--- src/rtl/mips_pkg.sv ---
// Shared MIPS core definitions: opcodes, bubble word, fetch FSM states and
// the decode-to-fetch control bundle.
package mips_pkg;

  localparam int          PC_WIDTH_DEFAULT = 32;
  localparam logic [5:0]  OPC_J            = 6'd2;
  localparam logic [5:0]  OPC_JAL          = 6'd3;
  localparam logic [5:0]  OPC_FINISH       = 6'd63;
  localparam logic [31:0] NOP_WORD         = 32'h0000_0000;

  typedef enum logic [1:0] {
    FETCH = 2'd0,
    HOLD  = 2'd1,
    HALT  = 2'd2
  } fetch_state_e;

  typedef struct packed {
    logic jump;
    logic jal;
    logic jump_r;
    logic branch;
    logic branch_not;
    logic regs_equal;
    logic finish;
  } id_ctrl_t;

  function automatic logic [5:0] opcode_of(input logic [31:0] instr);
    return instr[31:26];
  endfunction

endpackage

--- src/rtl/if_id_reg.sv ---
// IF/ID pipeline register: loads a fetched word, inserts a bubble, or holds.
// Latency: one cycle from load/bubble to output.
// Backpressure: holds contents whenever neither load nor bubble is asserted.
module if_id_reg #(
  parameter int          PC_WIDTH = 32,
  parameter logic [31:0] NOP_WORD = 32'h0000_0000
) (
  input  logic                clk,
  input  logic                reset,
  input  logic                load,
  input  logic                bubble,
  input  logic [31:0]         load_instr,
  input  logic [PC_WIDTH-1:0] load_pc_plus4,
  output logic [31:0]         instr,
  output logic [PC_WIDTH-1:0] pc_plus4,
  output logic                valid
);

  always_ff @(posedge clk) begin
    if (reset || bubble) begin
      instr    <= NOP_WORD;
      pc_plus4 <= '0;
      valid    <= 1'b0;
    end else if (load) begin
      instr    <= load_instr;
      pc_plus4 <= load_pc_plus4;
      valid    <= 1'b1;
    end
  end

endmodule

--- src/rtl/fetch_stage.sv ---
// Instruction fetch: owns PC, imem handshake, DMA yield, ID redirects, finish halt.
// Latency: one instruction per cycle with zero-wait memory; a redirect costs one bubble.
// Backpressure: stall holds PC and IF/ID; dma_hold or imem_ready=0 feed bubbles. FETCH_STATS_EN adds counters.
module fetch_stage #(
  parameter int          PC_WIDTH = mips_pkg::PC_WIDTH_DEFAULT,
  parameter logic [31:0] RESET_PC = 32'h0000_0000,
  parameter logic [31:0] NOP_WORD = mips_pkg::NOP_WORD
) (
  input  logic                clk,
  input  logic                reset,
  output logic                imem_req,
  output logic [PC_WIDTH-1:0] imem_addr,
  input  logic [31:0]         imem_rdata,
  input  logic                imem_ready,
  input  logic                dma_hold,
  input  logic                stall,
  input  logic                id_jump,
  input  logic                id_jal,
  input  logic                id_jump_r,
  input  logic                id_branch,
  input  logic                id_branch_not,
  input  logic                id_regs_equal,
  input  logic [PC_WIDTH-1:0] id_branch_target,
  input  logic [PC_WIDTH-1:0] id_jr_target,
  input  logic                id_finish,
  output logic [31:0]         if_id_instr,
  output logic [PC_WIDTH-1:0] if_id_pc_plus4,
  output logic                if_id_valid,
`ifdef FETCH_STATS_EN
  output logic [31:0]         fetch_count,
  output logic [31:0]         bubble_count,
`endif
  output logic                halted
);

  import mips_pkg::*;

  fetch_state_e        state_q, state_d;
  logic [PC_WIDTH-1:0] pc_q, pc_d;
  logic [PC_WIDTH-1:0] pc_plus4;
  logic [PC_WIDTH-1:0] jump_target;
  logic [PC_WIDTH-1:0] redirect_target;
  id_ctrl_t            id_ctrl;
  logic                active;
  logic                fetch_vld;
  logic                redirect_vld;
  logic                finish_vld;
  logic                ifid_load;
  logic                ifid_bubble;

  assign id_ctrl = '{jump:       id_jump,
                     jal:        id_jal,
                     jump_r:     id_jump_r,
                     branch:     id_branch,
                     branch_not: id_branch_not,
                     regs_equal: id_regs_equal,
                     finish:     id_finish};

  assign active    = (state_q != HALT);
  assign imem_req  = active && !dma_hold && !reset;
  assign imem_addr = pc_q;
  assign fetch_vld = imem_req && imem_ready;
  assign halted    = (state_q == HALT);
  assign pc_plus4  = pc_q + PC_WIDTH'(4);

  // ID controls are only meaningful while IF/ID holds a real instruction
  assign finish_vld   = if_id_valid && id_ctrl.finish;
  assign redirect_vld = if_id_valid &&
                        (id_ctrl.jump_r || id_ctrl.jump || id_ctrl.jal ||
                         (id_ctrl.branch && id_ctrl.regs_equal) ||
                         (id_ctrl.branch_not && !id_ctrl.regs_equal));

  assign jump_target = {if_id_pc_plus4[PC_WIDTH-1:28], if_id_instr[25:0], 2'b00};

  always_comb begin
    redirect_target = id_branch_target;
    if (id_ctrl.jump_r) begin
      redirect_target = id_jr_target;
    end else if (id_ctrl.jump || id_ctrl.jal) begin
      redirect_target = jump_target;
    end
  end

  always_ff @(posedge clk) begin
    if (reset) begin
      state_q <= FETCH;
      pc_q    <= RESET_PC[PC_WIDTH-1:0];
    end else begin
      state_q <= state_d;
      pc_q    <= pc_d;
    end
  end

  always_comb begin
    state_d     = state_q;
    pc_d        = pc_q;
    ifid_load   = 1'b0;
    ifid_bubble = 1'b0;
    if (active) begin
      state_d = dma_hold ? HOLD : FETCH;
      // A stall freezes everything; ID re-presents redirect/finish next cycle
      if (!stall) begin
        if (finish_vld) begin
          state_d     = HALT;
          ifid_bubble = 1'b1;
        end else if (redirect_vld) begin
          pc_d        = redirect_target;
          ifid_bubble = 1'b1;
        end else if (fetch_vld) begin
          pc_d      = pc_plus4;
          ifid_load = 1'b1;
        end else begin
          ifid_bubble = 1'b1;
        end
      end
    end
  end

  if_id_reg #(
    .PC_WIDTH (PC_WIDTH),
    .NOP_WORD (NOP_WORD)
  ) u_if_id_reg (
    .clk           (clk),
    .reset         (reset),
    .load          (ifid_load),
    .bubble        (ifid_bubble),
    .load_instr    (imem_rdata),
    .load_pc_plus4 (pc_plus4),
    .instr         (if_id_instr),
    .pc_plus4      (if_id_pc_plus4),
    .valid         (if_id_valid)
  );

`ifdef FETCH_STATS_EN
  always_ff @(posedge clk) begin
    if (reset) begin
      fetch_count  <= '0;
      bubble_count <= '0;
    end else begin
      if (ifid_load) begin
        fetch_count <= fetch_count + 32'd1;
      end
      if (ifid_bubble) begin
        bubble_count <= bubble_count + 32'd1;
      end
    end
  end
`endif

endmodule

--- config.mk ---
export PLATFORM = sky130hd
export DESIGN_NAME = fetch_stage
export DESIGN_NICKNAME = d
export VERILOG_FILES = /design/src/rtl/mips_pkg.sv /design/src/rtl/if_id_reg.sv /design/src/rtl/fetch_stage.sv
export SDC_FILE = /design/constraint.sdc
export NUM_CORES = 1
export LEC_CHECK = 0
export ABC_AREA = 1
export ABC_CLOCK_PERIOD_IN_PS = 5160
export BUFFER_PORTS_ARGS = -buffer_cell sky130_fd_sc_hd__buf_2
export CAP_MARGIN = 25
export CORE_UTILIZATION = 45
export CTS_CLUSTER_DIAMETER = 120
export CTS_CLUSTER_SIZE = 24
export DETAILED_ROUTE_END_ITERATION = 6
export GPL_TIMING_DRIVEN = 0
export PLACE_DENSITY = 0.73
export SETUP_SLACK_MARGIN = 0.15
export SYNTH_ARGS = -nofsm -noshare
export SYNTH_HDL_FRONTEND = slang
export SYNTH_HIERARCHICAL = 1
export SYNTH_SLANG_ARGS = --single-unit
--- constraint.sdc ---
create_clock -name clk -period 5.16 [get_ports clk]
set_input_delay 1.032 -clock clk [delete_from_list [all_inputs] [get_ports clk]]
set_output_delay 1.032 -clock clk [all_outputs]
set_load 0.005 [all_outputs]
==> summary.md <==
| Metric | Value |
|---|---|
| Status | `completed` |
| CP Class | `input port to flip-flop` |
| Post-CTS sizing | `0` |
| Setup crit end kind | `flip-flop` |
| Commonest non-fill, non-tap cell in the layout | `nand2_1` |
| Portion of netlist area occupied by mux cells | `0` |
| Top area cells in the synthesized netlist | `dfxtp_1 (34%), nand2_1 (19%), nor2_1 (13%)` |
| Layout fillers | `1371` |
| Synth unique cells | `33` |
| Seq pwr share | `0.449` |
| Hold Fails Final Rpt | `0` |
| Leak | `3.58 nW` |
| Most frequent cells in the layout | `nand2_1 (289), buf_2 (229), nor2_1 (208)` |
| Asr flop ratio synth | `0` |
| Post-synth EDFFs | `0` |
| Routed vias | `6719` |
| Max-slew headroom | `0.633` |
| RR Startpoint | `state_q[0]$_SDFFE_PP0N_` |
| RSZ-0062 raised after global routing | `false` |
| Clock power share | `0.414` |
| DRT antenna net count | `0` |
| Cell count after synthesis | `970` |
| Clock tree from TritonCTS | `yes` |
| CTS sink count | `99` |
| Wire length per cell after detailed routing | `14.5 µm` |
| CTS Buf Count | `9` |
| First-pass DRT Iterations | `5` |
| Clock Latency Late Sink | `0.36 ns` |
| Worst r2r path cells | `11` |
| Sw Share | `0.263` |
| Worst Path Required | `5.42 ns` |
| Post-CTS Setup Repair Bufs | `0` |
| Hold Path Class | `flip-flop to flip-flop` |
| PwrDens | `242 nW/µm²` |
| Syn_area_per_cell | `6.02 µm²` |
| Root Driver | `clkbuf_16` |
| First-pass GRT wire length | `30700 µm` |
| Flop2flop setup slack | `3.10 ns` |
| I/O pin count | `207` |
| Met2 Use GR | `0.513` |
| Synth top area share | `0.339` |
| Max-cap violation count | `0` |
| Die area | `13400 µm²` |
| Initial Util | `0.463` |
| Synth Register Bits | `99` |
| Final min period | `2.74 ns` |
| Vias in the first global route | `6086` |
| Worst reg2reg path endpoint | `u_if_id_reg/instr[18]$_SDFFE_PP0P_` |
| Adder-cell share of the synthesized area | `0.00214` |
| Worst Hold End | `u_if_id_reg/pc_plus4[22]$_SDFFE_PP0P_` |
| Hold path depth | `2` |
| Max Slew Vio Count | `0` |
| Vias per cell | `4.93` |
| Port Buffers | `206` |
| Post-DP HPWL | `15600 µm` |
| Row count | `41` |
| Setup-failing EPs final | `0` |
| Post-Synth Simple-Gate Area | `0.399` |
| Post-synth top area cell | `dfxtp_1` |
| Logic gate share of total power | `0.138` |
| # nets final | `1296` |
| Core ar. | `12600 µm²` |
| Arr. time, crit path | `3.00 ns` |
| Maximum buffer depth of the clock tree | `2` |
| Internal power | `0.00132 W` |
| Share of cells above drive strength 1 | `0.240` |
| H-tree levels | `3` |
| Clock-pin slew on the worst setup and hold paths | `0.07 ns` |
| Synth Area in Compound Gates | `0.113` |
| Post-synth top flop | `dfxtp_1` |
| Placer Congestion | `0.941` |
| Gr busiest metal | `met2` |
| Post-Syn Area | `5840 µm²` |
| F_max | `365 MHz` |
| Total Routing Usage GR | `0.303` |
| Syn nets | `1079` |
| Cts hold-fix bufs | `0` |
| Overall Power | `0.00179 W` |
| YS warnings | `6` |
| Psw | `0.000471 W` |
| Sequential Area | `1980 µm²` |
| Largest family of logic cells by synthesized area | `simple AND/OR/NAND/NOR gates` |
| DRT iter0 DRCs | `506` |
| Met1 Use GR | `0.372` |
| Routed wire length | `19800 µm` |
| Worst-path maximum fanout | `10` |
| Die width | `116 µm` |
| Drt drc | `0` |
| Sequential share of the synthesized area | `0.339` |
| Post-Synth XOR/XNOR Area | `0.0236` |
| Hold Startpoint | `u_if_id_reg/pc_plus4[22]$_SDFFE_PP0P_` |
| ANT cells | `0` |
| TNS Setup | `0 ns` |
| Multi-input gate area | `3140 µm²` |
| Worst Skew | `0.00929 ns` |
| Worst-Margin Slew | `0.550 ns` |
| Area Overhead vs Synth | `26.8%` |
| Grt total ovfl | `0` |
| Height of the die | `116 µm` |
| Final period util | `0.531` |
| Max IR drop VDD | `0.000127 V` |
| Kind of start point of the critical path | `input port` |
| Largest net degree at the start of global routing | `16` |
| Initial antenna violation count | `0` |
| M3 GR Usage | `0.0748` |
how the worst max path moves through the flow:
stage / startpoint / to / slack [ns] / cells past startpoint
6_report: id_jump / u_if_id_reg/instr[18]$_SDFFE_PP0P_ / 2.42 / 12
5_1_grt: id_jump / u_if_id_reg/instr[15]$_SDFFE_PP0P_ / 2.32 / 12
4_1_cts: id_jump / u_if_id_reg/instr[18]$_SDFFE_PP0P_ / 2.46 / 12
3_5_place_dp: id_jump / u_if_id_reg/instr[18]$_SDFFE_PP0P_ / 2.09 / 12
3_3_place_gp: id_jump / u_if_id_reg/instr[18]$_SDFFE_PP0P_ / 2.13 / 12
2_1_floorplan: id_jump / u_if_id_reg/instr[0]$_SDFFE_PP0P_ / 2.79 / 11
power groups by stage:
stage                     Combinational, W  Clock (W)  Sequential (W)
after floorplan                   0.000138          0        0.000818
after global placement            0.000241          0        0.000821
after detailed placement          0.000242          0        0.000821
after CTS                         0.000244   0.000744        0.000803
after global routing              0.000276   0.000774        0.000806
final                             0.000247   0.000741        0.000804
kinds of logic after synthesis:
family	count (synthesis)
simple gates	571
compound gates	127
buf+inv	158
xor+xnor	14
fa+ha+maj	1
flops	99
flip-flops by register name, indices dropped and copies added, names as in the netlist:
signal,count
u_if_id_reg/pc_plus4,32
u_if_id_reg/instr,32
state_q,2
imem_addr,32
u_if_id_reg/valid,1
metrics by stage:
stage	std cells	utilization	instance area, µm²	setup slack, ns	hold slack, ns
floorplan	970	-	5840	2.79	0.453
global placement	1348	0.561	7080	2.13	0.452
global route	1363	0.586	7400	2.32	0.487
detailed placement	1348	0.561	7080	2.09	0.461
CTS	1363	0.586	7400	2.46	0.470
finish	1363	0.586	7400	2.42	0.467
routing by layer:
metal	wire (µm)	vias to the layer above
li1	-	3413
met1	8170	2986
met2	9210	283
met4	539	0
met5	0	-
met3	1830	37
final cells by class:
cell class | count | share of cell area
Timing Repair Buffer | 206 | 0.139
Clock buffer | 10 | 0.0323
Multi-Input combinational cell | 713 | 0.425
Sequential cell | 99 | 0.268
Tap cell | 172 | 0.0291
Clock inverter | 5 | 0.0105
Inverter | 106 | 0.0541
Buffer | 52 | 0.0424
critical path, stage by stage:
cell     delay, ns
buf_2         0.15
nor3_4        0.26
o21ai_2       0.13
nand2_2       0.12
inv_2         0.06
buf_2         0.19
nor2_1        0.15
buf_2         0.34
buf_2         0.32
nand2_1       0.12
nand2_1       0.08
nor2_1        0.04
cell usage after synthesis (2+ instances only):
| master | count |
|---|---|
| nor2_1 | 208 |
| xnor2_1 | 3 |
| a31oi_1 | 10 |
| a21oi_1 | 31 |
| buf_4 | 8 |
| dfxtp_1 | 99 |
| buf_6 | 8 |
| inv_1 | 103 |
| nor3_1 | 2 |
| nor2_4 | 6 |
| o21ai_0 | 51 |
| xor2_2 | 2 |
| nand3b_1 | 5 |
| nor2_2 | 5 |
| nand2_2 | 5 |
| nand3_1 | 41 |
| xor2_1 | 9 |
| inv_2 | 2 |
| a22o_1 | 2 |
| and2_1 | 4 |
| clkbuf_1 | 13 |
| nand4_1 | 2 |
| o21ai_1 | 31 |
| buf_2 | 23 |
| nand2_1 | 289 |
(Power assumes the default switching activity.)
